[config.mk]
export PLATFORM = sky130hd
export DESIGN_NAME = filter_dac_out
export DESIGN_NICKNAME = d
export VERILOG_FILES = /design/src/rtl/filter_dac_pkg.sv /design/src/rtl/filter_dac_out_fifo.sv /design/src/rtl/filter_dac_out.sv
export SDC_FILE = /design/constraint.sdc
export NUM_CORES = 1
export LEC_CHECK = 0
export ABC_AREA = 1
export BUFFER_PORTS_ARGS = -buffer_cell sky130_fd_sc_hd__buf_2
export CAP_MARGIN = 20
export CORE_ASPECT_RATIO = 1.5
export CORE_UTILIZATION = 30
export DETAILED_ROUTE_END_ITERATION = 10
export GPL_ROUTABILITY_DRIVEN = 0
export PLACE_DENSITY = 0.51
export SLEW_MARGIN = 10
export SYNTH_ARGS = -nofsm -noshare
export SYNTH_HDL_FRONTEND = slang
export SYNTH_SLANG_ARGS = --single-unit
[constraint.sdc]
create_clock -name clk -period 2.4 [get_ports clk]
set_clock_uncertainty 0.1 [all_clocks]
set_input_delay 0.48 -clock clk [delete_from_list [all_inputs] [get_ports clk]]
set_output_delay 0.48 -clock clk [all_outputs]
set_load 0.005 [all_outputs]
[src/rtl/filter_dac_pkg.sv]
// Shared definitions for the filter DAC output stage.
// FILTER_DAC_OFFSET_BIN_EN selects offset-binary output codes (MSB inverted);
// when undefined, the two's-complement sample is sent unchanged.
package filter_dac_pkg;

    localparam int FRAME_BITS = 24;
    localparam int CODE_BITS  = 16;
    localparam logic [7:0] DAC_CMD_DEFAULT = 8'h30;

    typedef enum logic [1:0] {
        ST_IDLE  = 2'd0,
        ST_LOAD  = 2'd1,
        ST_SHIFT = 2'd2,
        ST_GAP   = 2'd3
    } dac_state_t;

    // Map a filter sample to the code the DAC expects.
    function automatic logic [CODE_BITS-1:0] sample_to_code(input logic [CODE_BITS-1:0] s);
`ifdef FILTER_DAC_OFFSET_BIN_EN
        return {~s[CODE_BITS-1], s[CODE_BITS-2:0]};
`else
        return s;
`endif
    endfunction

endpackage

[src/rtl/filter_dac_out_fifo.sv]
// dac_sample_fifo: small synchronous FIFO buffering converted DAC codes.
// Push on full and pop on empty are ignored; push and pop together keep the level.
module dac_sample_fifo #(
    parameter int DEPTH = 4,
    parameter int WIDTH = 16
) (
    input  logic                     clk,
    input  logic                     rst,
    input  logic                     push_i,
    input  logic [WIDTH-1:0]         data_i,
    input  logic                     pop_i,
    output logic [WIDTH-1:0]         data_o,
    output logic                     full_o,
    output logic                     empty_o,
    output logic [$clog2(DEPTH):0]   level_o
);

    localparam int AW = $clog2(DEPTH);

    logic [WIDTH-1:0] mem_q [DEPTH];
    logic [AW-1:0]    wr_ptr_q, wr_ptr_d;
    logic [AW-1:0]    rd_ptr_q, rd_ptr_d;
    logic [AW:0]      count_q, count_d;
    logic             do_push, do_pop;

    assign full_o  = (count_q == (AW+1)'(DEPTH));
    assign empty_o = (count_q == '0);
    assign level_o = count_q;
    assign data_o  = mem_q[rd_ptr_q];
    assign do_push = push_i & ~full_o;
    assign do_pop  = pop_i & ~empty_o;

    // Pointer and occupancy next-state; pointers wrap naturally (DEPTH is 2^n).
    always_comb begin
        wr_ptr_d = wr_ptr_q;
        rd_ptr_d = rd_ptr_q;
        count_d  = count_q;
        if (do_push) wr_ptr_d = wr_ptr_q + AW'(1);
        if (do_pop)  rd_ptr_d = rd_ptr_q + AW'(1);
        case ({do_push, do_pop})
            2'b10:   count_d = count_q + (AW+1)'(1);
            2'b01:   count_d = count_q - (AW+1)'(1);
            default: count_d = count_q;
        endcase
    end

    // Pointer and occupancy registers; reset empties the FIFO.
    always_ff @(posedge clk) begin
        if (!rst) begin
            wr_ptr_q <= '0;
            rd_ptr_q <= '0;
            count_q  <= '0;
        end else begin
            wr_ptr_q <= wr_ptr_d;
            rd_ptr_q <= rd_ptr_d;
            count_q  <= count_d;
        end
    end

    // Storage array; contents need no reset since the pointers gate visibility.
    always_ff @(posedge clk) begin
        if (do_push) mem_q[wr_ptr_q] <= data_i;
    end

endmodule

[src/rtl/filter_dac_out.sv]
// filter_dac_out: captures filter samples on the rising edge of an async strobe,
// buffers them, and ships each as a 24-bit SPI frame {DAC_CMD, code} MSB first.
// Build option FILTER_DAC_OFFSET_BIN_EN: send offset-binary codes instead of
// two's complement (see filter_dac_pkg::sample_to_code).
//
// SPI handshake: a frame is {cs_n low for LOAD + SHIFT}; the DAC samples sdo on
// rising sclk, sdo only changes on falling sclk (or while sclk idles low in LOAD).
module filter_dac_out
    import filter_dac_pkg::*;
#(
    parameter int         CLK_DIV    = 1,
    parameter int         FIFO_DEPTH = 4,
    parameter int         GAP_CYC    = 2,
    parameter logic [7:0] DAC_CMD    = DAC_CMD_DEFAULT
) (
    input  logic                          clk,
    input  logic                          rst,
    input  logic                          out_f_s,
    input  logic signed [15:0]            din,
    input  logic                          ovf_clr,
    output logic                          dac_sclk,
    output logic                          dac_cs_n,
    output logic                          dac_sdo,
    output logic                          busy,
    output logic                          frame_done,
    output logic                          ovf,
    output logic [$clog2(FIFO_DEPTH):0]   fifo_level,
    output dac_state_t                    dbg_state
);

    localparam logic [15:0] DIV_LAST = 16'(CLK_DIV - 1);
    localparam logic [15:0] GAP_LAST = 16'(GAP_CYC - 1);
    localparam logic [4:0]  TOP_BIT  = 5'(FRAME_BITS - 1);

    // strobe synchronizer and capture
    logic [2:0]            sync_q;
    logic                  capture;
    logic                  push;
    logic                  ovf_q, ovf_d;

    // FIFO interface
    logic                  pop;
    logic [CODE_BITS-1:0]  fifo_data;
    logic                  fifo_full, fifo_empty;

    // FSM and serializer
    dac_state_t            state_q, state_d;
    logic [FRAME_BITS-1:0] shreg_q, shreg_d;
    logic [4:0]            bit_q, bit_d;
    logic [15:0]           div_q, div_d;
    logic                  last_q, last_d;
    logic                  sclk_q, sclk_d;
    logic                  cs_n_q, cs_n_d;
    logic                  sdo_q, sdo_d;
    logic                  done_q, done_d;

    // Three-flop synchronizer; a capture fires once per rising strobe edge.
    always_ff @(posedge clk) begin
        if (!rst) sync_q <= '0;
        else      sync_q <= {sync_q[1:0], out_f_s};
    end

    assign capture = sync_q[1] & ~sync_q[2];
    assign push    = capture & ~fifo_full;

    // A capture into a full FIFO is lost and flagged; a coincident clear loses.
    always_comb begin
        ovf_d = ovf_q;
        if (capture && fifo_full) ovf_d = 1'b1;
        else if (ovf_clr)         ovf_d = 1'b0;
    end

    // Sticky overflow flag register.
    always_ff @(posedge clk) begin
        if (!rst) ovf_q <= 1'b0;
        else      ovf_q <= ovf_d;
    end

    dac_sample_fifo #(
        .DEPTH (FIFO_DEPTH),
        .WIDTH (CODE_BITS)
    ) u_fifo (
        .clk     (clk),
        .rst     (rst),
        .push_i  (push),
        .data_i  (sample_to_code(din)),
        .pop_i   (pop),
        .data_o  (fifo_data),
        .full_o  (fifo_full),
        .empty_o (fifo_empty),
        .level_o (fifo_level)
    );

    // FSM state register.
    always_ff @(posedge clk) begin
        if (!rst) state_q <= ST_IDLE;
        else      state_q <= state_d;
    end

    // Next-state and serializer next values. The frame is loaded on entry to
    // LOAD so cs_n is low and the MSB is already on sdo during the LOAD cycle.
    // In SHIFT, div counts clk cycles within an sclk half; last marks the
    // trailing low half after bit 0.
    always_comb begin
        state_d = state_q;
        shreg_d = shreg_q;
        bit_d   = bit_q;
        div_d   = div_q;
        last_d  = last_q;
        sclk_d  = sclk_q;
        cs_n_d  = cs_n_q;
        sdo_d   = sdo_q;
        done_d  = 1'b0;
        pop     = 1'b0;
        case (state_q)
            ST_IDLE: begin
                sclk_d = 1'b0;
                cs_n_d = 1'b1;
                if (!fifo_empty) begin
                    pop     = 1'b1;
                    shreg_d = {DAC_CMD, fifo_data};
                    sdo_d   = DAC_CMD[7];
                    cs_n_d  = 1'b0;
                    bit_d   = TOP_BIT;
                    div_d   = '0;
                    last_d  = 1'b0;
                    state_d = ST_LOAD;
                end
            end
            ST_LOAD: begin
                state_d = ST_SHIFT;
            end
            ST_SHIFT: begin
                if (div_q != DIV_LAST) begin
                    div_d = div_q + 16'd1;
                end else begin
                    div_d = '0;
                    if (!sclk_q) begin
                        if (last_q) begin
                            cs_n_d  = 1'b1;
                            done_d  = 1'b1;
                            state_d = ST_GAP;
                        end else begin
                            sclk_d = 1'b1;
                        end
                    end else begin
                        sclk_d = 1'b0;
                        if (bit_q == 5'd0) begin
                            last_d = 1'b1;
                        end else begin
                            bit_d = bit_q - 5'd1;
                            sdo_d = shreg_q[bit_q - 5'd1];
                        end
                    end
                end
            end
            ST_GAP: begin
                if (div_q != GAP_LAST) begin
                    div_d = div_q + 16'd1;
                end else begin
                    div_d   = '0;
                    state_d = ST_IDLE;
                end
            end
            default: state_d = ST_IDLE;
        endcase
    end

    // Serializer registers; reset aborts any frame in flight.
    always_ff @(posedge clk) begin
        if (!rst) begin
            shreg_q <= '0;
            bit_q   <= '0;
            div_q   <= '0;
            last_q  <= 1'b0;
            sclk_q  <= 1'b0;
            cs_n_q  <= 1'b1;
            sdo_q   <= 1'b0;
            done_q  <= 1'b0;
        end else begin
            shreg_q <= shreg_d;
            bit_q   <= bit_d;
            div_q   <= div_d;
            last_q  <= last_d;
            sclk_q  <= sclk_d;
            cs_n_q  <= cs_n_d;
            sdo_q   <= sdo_d;
            done_q  <= done_d;
        end
    end

    // Output decode.
    always_comb begin
        busy       = (state_q != ST_IDLE);
        dac_sclk   = sclk_q;
        dac_cs_n   = cs_n_q;
        dac_sdo    = sdo_q;
        frame_done = done_q;
        ovf        = ovf_q;
        dbg_state  = state_q;
    end

endmodule

# After elaboration in Yosys (flattened, before gate mapping)
# Memories as Yosys holds them, arrays and structs flattened. A register that Yosys moved wholly into a read port is not among the register bits.
# Cells that the tools add are included.
totals:
  reg_bits: 56
  ram_bits: 64
  in_bits: 20
  out_inout_bits: 11
  word_cells: 108
  memories: 1
memory_table:
  columns: ["memory", "words", "word_bits", "rd", "rd_clocked_by_memory_dff", "wr", "line_no", "rtl"]
  rows:
  - ["u_fifo.mem_q", 4, 16, 1, 1, 1, "filter_dac_out_fifo.sv:20", "logic [WIDTH-1:0] mem_q [DEPTH];"]
op_classes:
  add_sub_neg: 6
  order_cmp: 1
  eq_ne: 15
  mux: 43
  bitwise: 9
  n_reduce_logical: 19
ops:
  columns: ["operator", "n"]
  rows:
  - ["16-bit 2-to-1 mux", 3]
  - ["16-bit case mux with 3 select lines", 1]
  - ["1-bit 2-to-1 mux", 22]
  - ["5-bit 2-to-1 mux", 4]
  - ["16-bit by 1-bit adder with 16-bit output (second input constant)", 1]
  - ["16-bit by 1-bit inequality test with 1-bit output (second input constant)", 1]
  - ["2-bit inequality test (second input constant)", 8]
  - ["16-bit nonzero test", 1]
  - ["5-bit AND reduction", 3]
  - ["2-bit 2-to-1 mux", 5]
  - ["5-bit case mux with 2 select lines", 1]
  - ["1-bit case mux with 2 select lines", 4]
  - ["2-bit case mux with 4 select lines", 1]
  - ["2-bit nonzero test", 4]
  - ["2-bit == test (second input constant)", 3]
  - ["5-bit by 6-bit less-than comparator with 1-bit output (second input constant)", 1]
  - ["3-bit case mux with 2 select lines", 1]
  - ["2-bit AND reduction", 3]
  - ["1-bit binary-select mux with 5-bit select", 1]
  - ["5-bit zero test", 1]
  - ["1-bit inverter", 5]
  - ["5-bit by 1-bit subtractor with 5-bit output (second input constant)", 1]
  - ["2-bit by 1-bit adder with 2-bit output (second input constant)", 2]
  - ["1-bit AND", 4]
  - ["11 further kinds", 12]

# Longest topological paths before layout
logic_depth:
  word_depth: 7
  mapped_depth: 12
  ltp_nobuf: 11

# Cells and area by module
# A second synthesis with hierarchy kept.
unflattened:
  hier_cells: 618
  hier_area_um2: 5449.0
by_module_without_submodules:
  columns: ["module", "n_inst", "cells_each", "area_per_inst_um2", "seq_area_each_um2"]
  rows:
  - ["dac_sample_fifo", 1, 224, 2849.0, 2102.0]
  - ["filter_dac_out", 1, 394, 2600.0, 980.9]

# Worst setup path before layout
# OpenSTA, ideal clock, no wires.
synth_path:
  path_kind: "reg2reg"
  from: "register state_q[0] (netlist: dbg_state[0])"
  to: "register u_fifo.count_q[2] (netlist: u_fifo.level_o[2])"
  setup_ns: 0.122
  arrival_time_ns: 2.088
  required_ns: 2.178
  slack_ns: 0.090
  path_stages_with_launch: 13
  path_buffers: 1
  synth_period_minus_slack_ns: 2.310
  path_cell_list: "dfxtp_1 -> inv_1 -> ha_1 -> nand2_1 -> inv_2 -> clkbuf_1 -> ha_1 -> inv_1 -> fa_1 -> a21oi_1 -> o21ai_0 -> o21ai_0 -> a21oi_1"
synth_via:
  elab_chain_len: 5
  elab_cells_between_ends: 7
  classes_between: "eq/ne (2); mux (2); bitwise (1); reduce/logical (2)"
synth_rtl:
  columns: ["element", "line_no", "rtl"]
  rows:
  - ["start, declared", "filter_dac_out.sv:47", "dac_state_t state_q, state_d;"]
  - ["start signal, assigned", "filter_dac_out.sv:97", "else state_q <= state_d;"]
  - ["2-bit zero test (*)", "filter_dac_out.sv:115", "case (state_q)"]
  - ["1-bit 2-to-1 mux (*)", "filter_dac_out.sv:115", null]
  - ["via pop", "filter_dac_out.sv:42", "logic pop;"]
  - ["1-bit AND (*)", "filter_dac_out_fifo.sv:31", "assign do_pop = pop_i & ~empty_o;"]
  - ["2-bit by 1-bit == test with 1-bit output or 2-bit == test (tied branches)", "filter_dac_out_fifo.sv:40", "case ({do_push, do_pop})"]
  - ["3-bit case mux with 2 select lines or 2-bit nonzero test (tied branches)", null, null]
  - ["end signal, assigned", "filter_dac_out_fifo.sv:56", "count_q <= count_d;"]
  - ["end, declared", "filter_dac_out_fifo.sv:23", "logic [AW:0] count_q, count_d;"]
# Mark *: on every way through the listed nets, which the timed path passes. The rest lies on a longest branch.
# A chain may end at the register's enable or synchronous reset.

# Final worst setup path
layout_path:
  from: "register state_q[0] (netlist: dbg_state[0])"
  to: "register u_fifo.count_q[2] (netlist: u_fifo.level_o[2])"
layout_via:
  elab_chain_len: 5
  elab_cells_between_ends: 7
  classes_between: "eq/ne (2); mux (2); bitwise (1); reduce/logical (2)"
layout_rtl:
  columns: ["element", "line_no"]
  rows:
  - ["2-bit zero test (*)", "filter_dac_out.sv:115"]
  - ["1-bit 2-to-1 mux (*)", "filter_dac_out.sv:115"]
  - ["1-bit AND (*)", "filter_dac_out_fifo.sv:31"]
  - ["2-bit by 1-bit == test with 1-bit output or 2-bit == test (tied branches)", "filter_dac_out_fifo.sv:40"]
  - ["3-bit case mux with 2 select lines or 2-bit nonzero test (tied branches)", null]
# Every way passes the cells marked *; elsewhere a longest branch is shown, timed or not.

==> out/qor.yml <==
flow_run:
  cap_violations: 0
cells_and_area:
  multiInputGateArea_mm2: 0.00201
  final_net_count: 671
  final_area_mm2: 0.00637
  syn_to_final_growth_pct: 19.2
  n_antenna_cell: 0
  drive_gt1_share_pct: 15.4
  area.sequential_mm2: 0.00304
  nFillCells: 1750
sta:
  hold_viol_final: 0
  fmax_mhz: 461
  finalSetupTns_ns: 0
  grt_setup_unrepaired: "no"
  slew_viol_final: 0
  tightest_slew_ns: 0.613
  fin_crit_sh_pct: 90.4
  min_period_ns: 2.17
  final-setup-viol-count: 0
  max_slew_margin_pct: 58.9
clock_network:
  clk_latency_ns: 0.42
  cts_tree: "done"
  clk_path_buf_depth: 2
  cts_resized: 0
  clock-sinks: 120
  cts_made_buffers: 17
  cts_hold_buf: 0
  cts_setup_buffers: 0
  h-tree-depth: 4
  root_buffer: "clkbuf_16"
  clkTransAtPathRegs_ns: 0.06
drt:
  antenna_left: 0
  via_per_inst: 4.72
  wl_per_cell_um: 13.5
  drcViolationCount: 0
  finalWirelength_um: 11600
  drtIter0Drc: 213
  vias: 4072
  drtPass1Iterations: 4
grt:
  grt_max_degree: 35
  antenna_found_initial: 0
  grt_pass1_vias: 4009
  groute.usage.overall_pct: 13.5
  grt_pass1_wl_um: 19200
  grt_overflow: 0
critical_path:
  r2r_cells: 11
  required_ns: 2.59
  reg2reg_from: "dbg_state[0]"
  worst_ep_arrival_time_ns: 2.36
  path_cells: "inv_1 -> ha_1 -> nand2_1 -> inv_2 -> ha_1 -> inv_1 -> fa_1 -> a21oi_1 -> o21ai_0 -> o21ai_0 -> a21oi_1"
  slowest_stage: "fa_1"
  start_kind: "register"
  reg2reg_to: "u_fifo.level_o[2]"
  end_kind: "register"
  cp_num_buf_inv: 3
  cpLargestDelayFamily: "adder cells"
  crit_path_max_incr_delay_ns: 0.38
  cp_max_fo: 4
  r2r_setup_slack_ns: 0.23
  criticalPathCategory: "reg -> reg"
yosys:
  synth_common_cells: "nor2_1, nand2_1, edfxtp_1"
  async_reset_ff_share_pct: 0
  yosys_most_used_dff: "edfxtp_1"
  yosys.area.top_type: "edfxtp_1"
  ys_warn_count: 0
  yosysMostFrequentCell: "nor2_1"
  ys_top_cells_by_area: "edfxtp_1, dfxtp_1, nor2_1"
  netlist-cell-type-count: 35
  synth_seq_area_share_pct: 57.0
  synth_edf_count: 64
  syn_area_mm2: 0.00534
  syn_area_per_cell_um2: 8.96
  synth_cells: 596
  synth_nets: 631
  yosysTopAreaCellShare_pct: 36.0
  ys_seq_elements: 120
power:
  p_per_area_mw_per_mm2: 1180
  p_leak_uw: 0.00248
  ir_worst_vdd_v: 0.000520
floorplan:
  die_area_mm2: 0.0183
  ios: 31
  core_area_mm2: 0.0173
  rows: 59
  die_x_um: 111
  die_h_um: 165
  start_util_pct: 30.8
min_path:
  min_from: "out_f_s"
  hp-class: "in -> reg"
  whs_path_depth: 3
  holdPathEnd: "sync_q[0]"
status:
  run_status: "finished clean"
placed_design:
  placed_cell_area_mm2: 0.00575
  dp_hpwl_um: 8000
  port_buffers: 30
[metrics by stage]
step	hold slack [ns]	setup slack, ns	util, %	total power (µW)	instances
CTS	0.135	0.217	36.7	7640	862
global placement	0.299	0.315	33.2	4930	830
global route	0.156	0.0288	36.7	8050	862
finish	0.147	0.230	36.7	7530	862
floorplan	0.290	0.0896	-	4380	596
detailed placement	0.310	0.240	33.2	4980	830
[where the power goes]
group | internal, µW | total (µW) | switching (µW)
registers | 2440 | 2600 | 164
clock network | 1650 | 2630 | 979
logic | 758 | 2300 | 1540
total | 4850 | 7530 | 2680
[tightest hold or removal path, cell delays in order]
cell and delay (ns):
buf_2 0.07, nand2_1 0.04, inv_1 0.04
[cell usage in the layout, fill, tap and decap left out, drive strengths merged, types with 3 or more instances in the layout]
master      n
a21oi      20
a31oi      17
buf        44
bufinv      3
clkbuf     17
clkinv      4
clkinvlp    3
dfxtp      56
edfxtp     64
ha         14
inv        53
nand2     101
nand3      41
nand4       7
nor2      129
nor3        4
o21ai      58
xnor2       3
xor2        3
[metal layers]
metal  global-route usage (%)  vias to the layer above  wire (µm)  share of wire, %
li1                         -                     2079          -                 -
met1                     14.3                     1912       4950                43
met2                     25.1                       64       6110                53
met3                     3.50                       17        354               3.0
met4                     6.30                        0        207               1.8
met5                        0                        -          0                 0
[cells by family after synthesis]
kind of cell	share of synthesized area [%]
and+or+nand+nor	23.2
DFF	57.0
AOI/OAI and AO/OA	9.77
buffers and inverters	5.44
adders and majority gates	3.66
xor gates and xnor gates	0.984
[worst max path at each step]
stage | startpoint | end | slack, ns | cells past startpoint
6_report | dbg_state[0] | u_fifo.level_o[2] | 0.23 | 11
2_1_floorplan | dbg_state[0] | u_fifo.level_o[2] | 0.09 | 12
5_1_grt | dbg_state[0] | u_fifo.level_o[2] | 0.03 | 11
3_3_place_gp | dbg_state[0] | u_fifo.level_o[2] | 0.31 | 11
4_1_cts | dbg_state[0] | u_fifo.level_o[2] | 0.22 | 11
3_5_place_dp | dbg_state[0] | u_fifo.level_o[2] | 0.24 | 11
[area by class of cell]
class                           instances  share of cell area (%)
Multi-Input combinational cell        405                    31.5
Clock inverter                         15                    2.99
Inverter                               48                    2.83
Clock buffer                           17                    6.68
Tap cell                              213                    4.19
Sequential cell                       120                    47.8
Timing Repair Buffer                   44                    4.01
[state kept, by name, summed over array words and instances, names as in the netlist, 2 cells and up]
signal           flops
bit_q                5
u_fifo.mem_q        64
u_fifo.rd_ptr_q      2
sync_q               3
u_fifo.level_o       3
u_fifo.wr_ptr_q      2
dbg_state            2
div_q               16
shreg_q             17
Power figures use the tool's default switching activity.
